File: src/rtl/me_sa2_row_rd_ctrl.sv
// Sub-area 2 reference-row read sequencer: LOAD, then one read per accepted RUN beat, then a DONE pulse.
// Outputs registered; first read one cycle after LOAD; rd_ready low holds the current read unchanged.
module me_sa2_row_rd_ctrl #(
    parameter int ROW_W     = 7,
    parameter int SEL_W     = 4,
    parameter int ADDR_W    = 3,
    parameter int ROW_START = 10,
    parameter int ROW_END   = 73
) (
    input  logic              clk,
    input  logic              rst,
    input  logic              start,
    input  logic              abort,
    input  logic              rd_ready,
    output logic              rd_en,
    output logic [SEL_W-1:0]  rdR_sel,
    output logic [ADDR_W-1:0] rd_addr,
    output logic [ROW_W-1:0]  sub_area2_row_count,
    output logic              busy,
    output logic              done
);

    localparam logic [ROW_W-1:0] FIRST_ROW = ROW_W'(ROW_START);
    localparam logic [ROW_W-1:0] LAST_ROW  = ROW_W'(ROW_END);

    typedef enum logic [1:0] {
        ST_IDLE,
        ST_LOAD,
        ST_RUN,
        ST_DONE
    } state_t;

    state_t state;

    // Banks are row-interleaved: low idx bits pick the bank, the rest is the in-bank row.
    function automatic logic [SEL_W-1:0] sel_of(input logic [ROW_W-1:0] row);
        logic [ROW_W-1:0] idx;
        idx = row - FIRST_ROW;
        return idx[SEL_W-1:0];
    endfunction

    function automatic logic [ADDR_W-1:0] addr_of(input logic [ROW_W-1:0] row);
        logic [ROW_W-1:0] idx;
        idx = row - FIRST_ROW;
        return ADDR_W'(idx >> SEL_W);
    endfunction

    always_ff @(posedge clk or posedge rst) begin
        if (rst) begin
            state               <= ST_IDLE;
            rd_en               <= 1'b0;
            rdR_sel             <= '0;
            rd_addr             <= '0;
            sub_area2_row_count <= '0;
            busy                <= 1'b0;
            done                <= 1'b0;
        end else begin
            case (state)
                ST_IDLE: begin
                    done <= 1'b0;
                    if (start && !abort) begin
                        state <= ST_LOAD;
                        busy  <= 1'b1;
                    end
                end
                ST_LOAD: begin
                    if (abort) begin
                        state <= ST_IDLE;
                        busy  <= 1'b0;
                    end else begin
                        state               <= ST_RUN;
                        rd_en               <= 1'b1;
                        sub_area2_row_count <= FIRST_ROW;
                        rdR_sel             <= sel_of(FIRST_ROW);
                        rd_addr             <= addr_of(FIRST_ROW);
                    end
                end
                ST_RUN: begin
                    // Abort beats rd_ready: the read presented this cycle is dropped.
                    if (abort) begin
                        state <= ST_IDLE;
                        rd_en <= 1'b0;
                        busy  <= 1'b0;
                    end else if (rd_ready) begin
                        if (sub_area2_row_count == LAST_ROW) begin
                            state <= ST_DONE;
                            rd_en <= 1'b0;
                            busy  <= 1'b0;
                            done  <= 1'b1;
                        end else begin
                            sub_area2_row_count <= sub_area2_row_count + ROW_W'(1);
                            rdR_sel             <= sel_of(sub_area2_row_count + ROW_W'(1));
                            rd_addr             <= addr_of(sub_area2_row_count + ROW_W'(1));
                        end
                    end
                end
                ST_DONE: begin
                    state <= ST_IDLE;
                    done  <= 1'b0;
                end
                default: state <= ST_IDLE;
            endcase
        end
    end

endmodule

File: config.mk
export PLATFORM = sky130hd
export DESIGN_NAME = me_sa2_row_rd_ctrl
export DESIGN_NICKNAME = d
export VERILOG_FILES = /design/src/rtl/me_sa2_row_rd_ctrl.sv
export SDC_FILE = /design/constraint.sdc
export NUM_CORES = 1
export LEC_CHECK = 0
export CORE_MARGIN = 1
export CORE_UTILIZATION = 55
export DETAILED_ROUTE_END_ITERATION = 10
export GPL_TIMING_DRIVEN = 0
export PLACE_DENSITY = 0.92
export SLEW_MARGIN = 40
export SYNTH_ARGS = -nofsm -noshare
export SYNTH_HDL_FRONTEND = slang
export SYNTH_SLANG_ARGS = --single-unit
File: constraint.sdc
create_clock -name clk -period 4.5 [get_ports clk]
set_input_delay 0.9 -clock clk [delete_from_list [all_inputs] [get_ports clk]]
set_output_delay 0.9 -clock clk [all_outputs]
set_load 0.05 [all_outputs]
## Word level (Yosys, flattened, before mapping)

Index checks and enable logic that the tools add are counted.

- Add/subtract/negate cells: 2
- Equality and inequality tests: 13
- Multiplexer cells: 33
- Reductions and logical operators: 12

Operator list:

| operator | count |
|---|---|
| $mux 7 | 4 |
| $mux 4 | 4 |
| $ne 2x2->1 const B | 7 |
| $pmux 7 s2 | 1 |
| $mux 3 | 4 |
| $mux 2 | 5 |
| $reduce_and 5->1 | 2 |
| $mux 1 | 9 |
| $pmux 2 s4 | 1 |
| $pmux 4 s2 | 1 |
| $reduce_and 4->1 | 2 |
| $add 7x1->7 const B | 1 |
| $eq 7x7->1 const B | 1 |
| $sub 7x4->7 const B | 1 |
| $ne 3x3->1 const B | 2 |
| $pmux 3 s2 | 1 |
| $eq 2x2->1 const B | 2 |
| $pmux 1 s2 | 2 |
| $reduce_bool 2->1 | 2 |
| $pmux 1 s3 | 1 |
| $reduce_and 3->1 | 1 |
| $reduce_bool 3->1 | 1 |
| $eq 2x1->1 const B | 1 |
| $logic_not 2->1 | 1 |
| other kinds (3) | 3 |

- Register bits after elaboration: 19

## Logic depth before layout (Yosys ltp)

- Word-level depth: 6
- Gate-level depth with buffers: 9

## Least setup slack after synthesis

OpenSTA, ideal clock, no wires.

- Path kind: register to register
- Start point: register sub_area2_row_count[1]
- End point: register rd_addr[2]
- Library setup time: 70 ps
- Arrival time: 2,118 ps
- Slack: 2,312 ps
- Cell stages (with the launch flop): 8
- Buffers on the path: 0
- Cells stage by stage: dfrtp_1 -> inv_1 -> ha_1 -> nand2b_4 -> a21o_1 -> and3_4 -> or4b_1 -> nand3_1

- Cells in the longest elaborated chain, start to end: 6
- Elaborated cells on any way between the ends: 9

Ends and longest elaborated chain:

| item | line | RTL |
|---|---|---|
| start, declared | 18 | `output logic [ROW_W-1:0] sub_area2_row_count,` |
| start signal, assigned | 91 | `sub_area2_row_count <= sub_area2_row_count + ROW_W'(1);` |
| $add 7x1->7 | 93 | `rd_addr <= addr_of(sub_area2_row_count + ROW_W'(1));` |
| $sub 7x4->7 | 44 | `idx = row - FIRST_ROW;` |
| $mux 3 | 85 | `if (sub_area2_row_count == LAST_ROW) begin` |
| $mux 3 | 84 | `end else if (rd_ready) begin` |
| $mux 3 | 80 | `if (abort) begin` |
| $pmux 3 s2 | 58 | `case (state)` |
| end signal, assigned | 75 | `rd_addr <= addr_of(FIRST_ROW);` |
| end signal, assigned | 93 |  |
| end, declared | 17 | `output logic [ADDR_W-1:0] rd_addr,` |

Parallel ways exist; a longest one is shown, timed or not. The select of a mux whose other input is x is not followed.
A chain may end at the register's enable or synchronous reset.

==> flow_metrics.py <==
metrics = {
    "setup_path": {
        "r2r_end": "busy",
        "crit_arrival_ps": 1800,
        "criticalPathCategory": "reg -> out",
        "startpoint": "rdR_sel[0]",
        "required_ps": 3600,
        "slowest_stage": "clkdlybuf4s50_1",
        "critPathCaptureType": "primary output",
        "crit_path_cell_trace": "buf_4, clkdlybuf4s50_1",
        "reg2reg_setup_slack_ps": 2370,
        "cp-endpoint": "sub_area2_row_count[0]",
        "critical_path.max_stage_delay_ps": 790,
        "path_depth": 2,
        "worst_path_dominant_cell_family": "buffers and inverters",
        "reg2regPathDepth": 6,
        "r2r-start": "rdR_sel[0]",
        "setup.worst_path.start_class": "flip-flop",
        "path_max_fanout": 10,
        "cp_num_buf_inv": 2,
    },
    "floorplan": {
        "design.core.area_mm2": 0.00202,
        "die-area_mm2": 0.00242,
        "ioPinCount": 22,
        "rows": 16,
        "die_x_um": 49.1,
        "initial_core_util_pct": 60.5,
        "die_h_um": 49.1,
    },
    "final_layout": {
        "drive_gt1_share_pct": 11.9,
        "final_nets": 173,
        "diodes": 0,
        "areaGrowthSynthToFinish_pct": 22.9,
        "mostFrequentLayoutCells": "21 x clkdlybuf4s50_1, 19 x nand2_1, 18 x dfrtp_1, 11 x inv_1, 9 x o21ai_0",
        "post-route-util_pct": 74.3,
        "final_common_cell": "clkdlybuf4s50_1",
    },
    "yosys": {
        "synthFlopType": "dfrtp_1",
        "postSynth.asyncResetShare_pct": 100,
        "synthXorXnorAreaFrac_pct": 5.02,
        "yosysSeqAreaShare_pct": 36.8,
        "yosysWarnings": 0,
        "synth-adder-area-share_pct": 7.16,
        "syn_avg_cell_area_um2": 9.05,
        "syn-cell-area_mm2": 0.00122,
        "muxShareOfSynthArea_pct": 0.819,
        "synth_edf_count": 0,
        "synth_cells": 135,
        "synth_cell_type_count": 40,
        "synth_top_family_by_area": "compound AO/OA/AOI/OAI gates",
        "yosys_register_bits": 18,
        "syn-num-nets": 147,
        "synthSimpleGateAreaFrac_pct": 18.2,
        "synth_compound_area_share_pct": 23.1,
    },
    "drt": {
        "avgViaCountPerCell": 5.84,
        "wl_per_cell_um": 14.1,
        "firstDrtPassIters": 4,
        "drt_first_iter_violations": 45,
        "wl_mm": 2.64,
        "num_vias": 1093,
        "ant_nets": 0,
        "drc": 0,
    },
    "clock_tree": {
        "clk_pin_slew_ps": 110,
        "cts_tree": "yes",
        "root_buffer": "clkbuf_4",
        "cts_hold_buf": 0,
        "cts_buffers": 3,
        "ctsResizeCount": 0,
        "htreeDepth": 1,
        "cts_setup_buffers": 0,
        "clk_latency_ps": 310,
        "cts.sinks": 18,
        "clock_path_buffers": 2,
    },
    "status": {
        "outcome": "complete, no violations",
    },
    "power_and_ir_drop": {
        "ir_drop_uv": 315,
        "p_leak_nw": 0.649,
        "power-per-cell-area_mw_per_mm2": 423,
        "p_total_uw": 636,
    },
    "sta": {
        "rsz0062_at_grt": "no",
        "final_hold_viol_count": 0,
        "setup_tns_ps": 0,
        "slew_viol_final": 0,
        "finClkSkew_ps": 5.92,
        "setup_ws_ps": 1800,
        "worst_pin_slew_ps": 690,
        "finalCritPeriodShare_pct": 60.0,
        "period_needed_ps": 2700,
        "setup_viol": 0,
        "fmax_mhz": 371,
        "whs_ps": 488,
        "slew_headroom_pct": 54.0,
    },
    "global_routing": {
        "track_usage_pct": 24.5,
        "grt_pass1_wl_mm": 4.41,
        "grt_overflow_total": 0,
        "antenna_found_initial": 0,
        "grt_max_degree": 19,
        "grt_pass1_vias": 1035,
    },
    "job": {
        "cap_violations": 0,
    },
    "place": {
        "hpwl_mm": 1.96,
        "gp_congestion": 0.892,
        "port_buffers": 21,
        "place_ws_ps": 1830,
    },
    "min_path": {
        "min_path_type": "reg -> reg",
    },
}
[per-layer routing]
metal | share of wire [%] | GRT usage (%)
met2 | 49 | 40.6
met3 | 5.6 | 3.12
met1 | 41 | 28.7
met4 | 4.7 | 18.1
met5 | 0 | 0
[flip-flops by register name (all words and copies together) (netlist names)]
signal,flops
sub_area2_row_count,6
rd_addr,3
done,1
busy,1
rd_en,1
state,2
rdR_sel,4
[worst reg2reg max path, cell delays in order (launching register included)]
cell and delay [ps]:
dfrtp_1 540, ha_1 210, nor4bb_2 420, a311oi_1 230
a21o_1 240, a211oi_2 200, mux2i_1 220
[cells in the mapped netlist (all sizes together), types with 5 or more instances]
master,n,area (um2)
nand2,19,71.3
dfrtp,18,450
o21ai,16,83.8
inv,11,41.3
buf,8,62.6
a21oi,7,35.0
ha,7,87.6
xnor2,7,61.3
nor2,5,18.8
[worst min path at each step]
| stage | startpoint | endpoint | depth (start not counted) |
|---|---|---|---|
| 6_report | rd_addr[2] | rd_addr[2] | 2 |
| 5_1_grt | rdR_sel[1] | rdR_sel[1] | 1 |
| 4_1_cts | rd_addr[2] | rd_addr[2] | 2 |
| 2_1_floorplan | state[1] | state[1] | 2 |
| 3_3_place_gp | rdR_sel[1] | rdR_sel[1] | 1 |
| 3_5_place_dp | rd_addr[2] | rd_addr[2] | 2 |
[through the flow]
| step | std cells | cell area [um2] |
|---|---|---|
| 5_1_grt | 187 | 1500 |
| 3_5_place_dp | 183 | 1470 |
| 2_1_floorplan | 135 | 1220 |
| 4_1_cts | 187 | 1500 |
| 3_3_place_gp | 183 | 1470 |
| 6_report | 187 | 1500 |
[power by group]
group | switching (mW) | internal [mW] | total, mW
Combinational | 0.204 | 0.124 | 0.328
Sequential | 0.0191 | 0.184 | 0.203
Clock | 0.0552 | 0.0494 | 0.105
[area by class of cell]
class	instances	area, um2
plain buffers	9	66.3
multi-input cells	97	664
well taps	27	33.8
fillers	143	519
clock buffers	4	36.3
inverters	11	41.3
flip-flops and latches	18	450
repair buffers	21	210
[cell families (layout without fill, tap and decap cells)]
group	Yosys count	in the layout
AO/OA/AOI/OAI	42	42
XOR/XNOR	7	7
adder cells (fa/ha/maj)	7	7
buffers and inverters	20	45
flip-flops	18	18
multiplexers	1	1
AND/OR/NAND/NOR	40	40
No activity file was read; power rests on OpenSTA's default activity.
==> edit: new RTL, same flow settings <==
Change the parameter `ADDR_W` from 3 to 4.
--- a/src/rtl/me_sa2_row_rd_ctrl.sv
+++ b/src/rtl/me_sa2_row_rd_ctrl.sv
@@ -5,3 +5,3 @@
     parameter int SEL_W     = 4,
-    parameter int ADDR_W    = 3,
+    parameter int ADDR_W    = 4,
     parameter int ROW_START = 10,
Interface: changed (resized rd_addr); port bits go from 22 to 23. The function was not compared with the original's and may differ.
==> edit against the original RTL <==
First-iteration DRC count decreased by 60%; routed wire length decreased by 13%; setup slack got worse by 0.014 ns; sequential cell count unchanged; cell area decreased by 7.9%; combinational power decreased by 7.9%; area after synthesis decreased by 8.7%; total power decreased by 4.4%; via count decreased by 14%.
==> edit: results (changes against the original RTL) <==
<table>
<tr><th>Metric</th><th>Value</th></tr>
<tr><th colspan="2">Status</th></tr>
<tr><td>Run status</td><td>finished clean (unchanged)</td></tr>
<tr><th colspan="2">Place</th></tr>
<tr><td>Worst-case setup slack after placement</td><td>2.042 ns (was 1.826 ns)</td></tr>
<tr><td>Count of buffers from port buffering</td><td>20 (was 21)</td></tr>
<tr><td>Weighted congestion reported at the end of routability-driven placement</td><td>0.7711 (was 0.8919)</td></tr>
<tr><td>Half-perimeter wire length after placement</td><td>1656 µm (was 1958 µm)</td></tr>
<tr><th colspan="2">Power and ir drop</th></tr>
<tr><td>Total leakage power</td><td>0.6199 nW (was 0.6487 nW)</td></tr>
<tr><td>VDD IR-drop max</td><td>0.4816 mV (was 0.3146 mV)</td></tr>
<tr><td>Internal power of the cells</td><td>0.3433 mW (was 0.3570 mW)</td></tr>
<tr><th colspan="2">Drt</th></tr>
<tr><td>Number of vias after detailed routing</td><td>940 (was 1,093)</td></tr>
<tr><td>Starting DRT DRC Count</td><td>18 (was 45)</td></tr>
<tr><td>Post-detailed-routing wire length</td><td>2293 µm (was 2636 µm)</td></tr>
<tr><th colspan="2">Worst hold path</th></tr>
<tr><td>Hold Crit Endpoint</td><td>rd_addr[0] (was rd_addr[2])</td></tr>
<tr><td>Source of the worst hold timing path</td><td>rd_addr[0] (was rd_addr[2])</td></tr>
<tr><th colspan="2">Yosys</th></tr>
<tr><td>Synthesized net count</td><td>129 (was 147)</td></tr>
<tr><td>Commonest cells in the synthesized netlist</td><td>sky130_fd_sc_hd__dfrtp_1, sky130_fd_sc_hd__nand2_1, sky130_fd_sc_hd__o21ai_0 (was sky130_fd_sc_hd__nand2_1, sky130_fd_sc_hd__dfrtp_1, sky130_fd_sc_hd__inv_1)</td></tr>
<tr><td>Sequential area share after synthesis</td><td>40.36% (was 36.85%)</td></tr>
<tr><td>Fraction of registers with async set/reset</td><td>100.0% (unchanged)</td></tr>
<tr><th colspan="2">GRT</th></tr>
<tr><td>All-Layer GR Usage</td><td>24.20% (was 24.48%)</td></tr>
<tr><td>Antenna violations before repair</td><td>0 (unchanged)</td></tr>
<tr><th colspan="2">Setup path</th></tr>
<tr><td>Register-to-register setup slack</td><td>2.42 ns (was 2.37 ns)</td></tr>
<tr><td>Worst reg-to-reg path cell count</td><td>7 (was 6)</td></tr>
<tr><td>Worst R2R Start</td><td>state[0] (was rdR_sel[0])</td></tr>
<tr><th colspan="2">Cells and area</th></tr>
<tr><td>Fraction of layout cells with a size suffix above 1</td><td>10.64% (was 11.88%)</td></tr>
<tr><th colspan="2">Timing</th></tr>
<tr><td>Tightest Pin Transition</td><td>0.6844 ns (was 0.6898 ns)</td></tr>
<tr><td>Final worst hold slack</td><td>0.4929 ns (was 0.4882 ns)</td></tr>
<tr><th colspan="2">Clocking</th></tr>
<tr><td>Post-CTS Setup Bufs</td><td>0 (unchanged)</td></tr>
</table>
-- edit: cell count changes after synthesis, sizes merged, moves of 3 or more --
| cell | before | now |
|---|---|---|
| a211oi | 3 | 0 |
| xor2 | 0 | 3 |
| o21ai | 16 | 13 |
| nand2 | 19 | 15 |
| buf | 8 | 5 |
| inv | 11 | 7 |
-- edit: cell families (layout without fill, tap and decap cells) --
family	Yosys count	count (layout)	synth area share, %
AO/OA/AOI/OAI	31	31	17.38
multiplexers	1	1	0.8969
buffers and inverters	12	36	6.054
XOR/XNOR	9	9	7.063
other	1	1	0.3360
flip-flops	18	18	40.36
adder cells (fa/ha/maj)	7	7	7.847
AND/OR/NAND/NOR	38	38	20.07
-- edit: cell type report --
cell class                      instances  area (µm²)
Fill cell                             125       436.7
Timing Repair Buffer                   20       200.2
Tap cell                               25       31.28
Clock buffer                            4       36.28
Multi-Input combinational cell         87       598.1
Buffer                                  5       41.29
Sequential cell                        18       450.4
Inverter                                7       26.28
-- edit: worst register-to-register path: cells and delay by family (launching register included) --
kind / cells / cell delay (ns)
flops: 1 / 0.43
simple gates: 4 / 1.16
fa+ha+maj: 1 / 0.25
buf+inv: 2 / 0.19
-- edit: power groups by stage --
| stage | Combinational [mW] | Sequential (mW) | Clock [mW] |
|---|---|---|---|
| 2_1_floorplan | 0.185 | 0.243 | 0 |
| 3_3_place_gp | 0.290 | 0.202 | 0 |
| 3_5_place_dp | 0.301 | 0.206 | 0 |
| 4_1_cts | 0.302 | 0.202 | 0.102 |
| 5_1_grt | 0.337 | 0.204 | 0.107 |
| 6_report | 0.302 | 0.203 | 0.103 |
-- edit: stage by stage --
step / power, mW / instance area [µm²] / instances
finish: 0.6077 / 1384 / 166
global route: 0.6488 / 1384 / 166
CTS: 0.6061 / 1384 / 166
detailed placement: 0.5065 / 1348 / 162
global placement: 0.4922 / 1348 / 162
floorplan: 0.4276 / 1116 / 117
-- edit: worst max path at each step --
| stage | startpoint | endpoint | slack (ns) | depth (start not counted) |
|---|---|---|---|---|
| 3_3_place_gp | rd_ready | sub_area2_row_count[3] | 2.06 | 6 |
| 5_1_grt | rdR_sel[0] | sub_area2_row_count[0] | 1.75 | 2 |
| 6_report | rdR_sel[0] | sub_area2_row_count[0] | 1.79 | 2 |
| 4_1_cts | rdR_sel[0] | sub_area2_row_count[0] | 1.80 | 2 |
| 3_5_place_dp | rd_ready | sub_area2_row_count[3] | 2.04 | 6 |
| 2_1_floorplan | rdR_sel[0] | rd_addr[2] | 2.37 | 6 |
-- edit: metal layers --
metal / GRT usage [%] / share of wire [%]
met5: 0 / 0
met2: 38.33 / 48
met4: 11.43 / 1.7
met3: 4.615 / 5.2
met1: 31.96 / 45
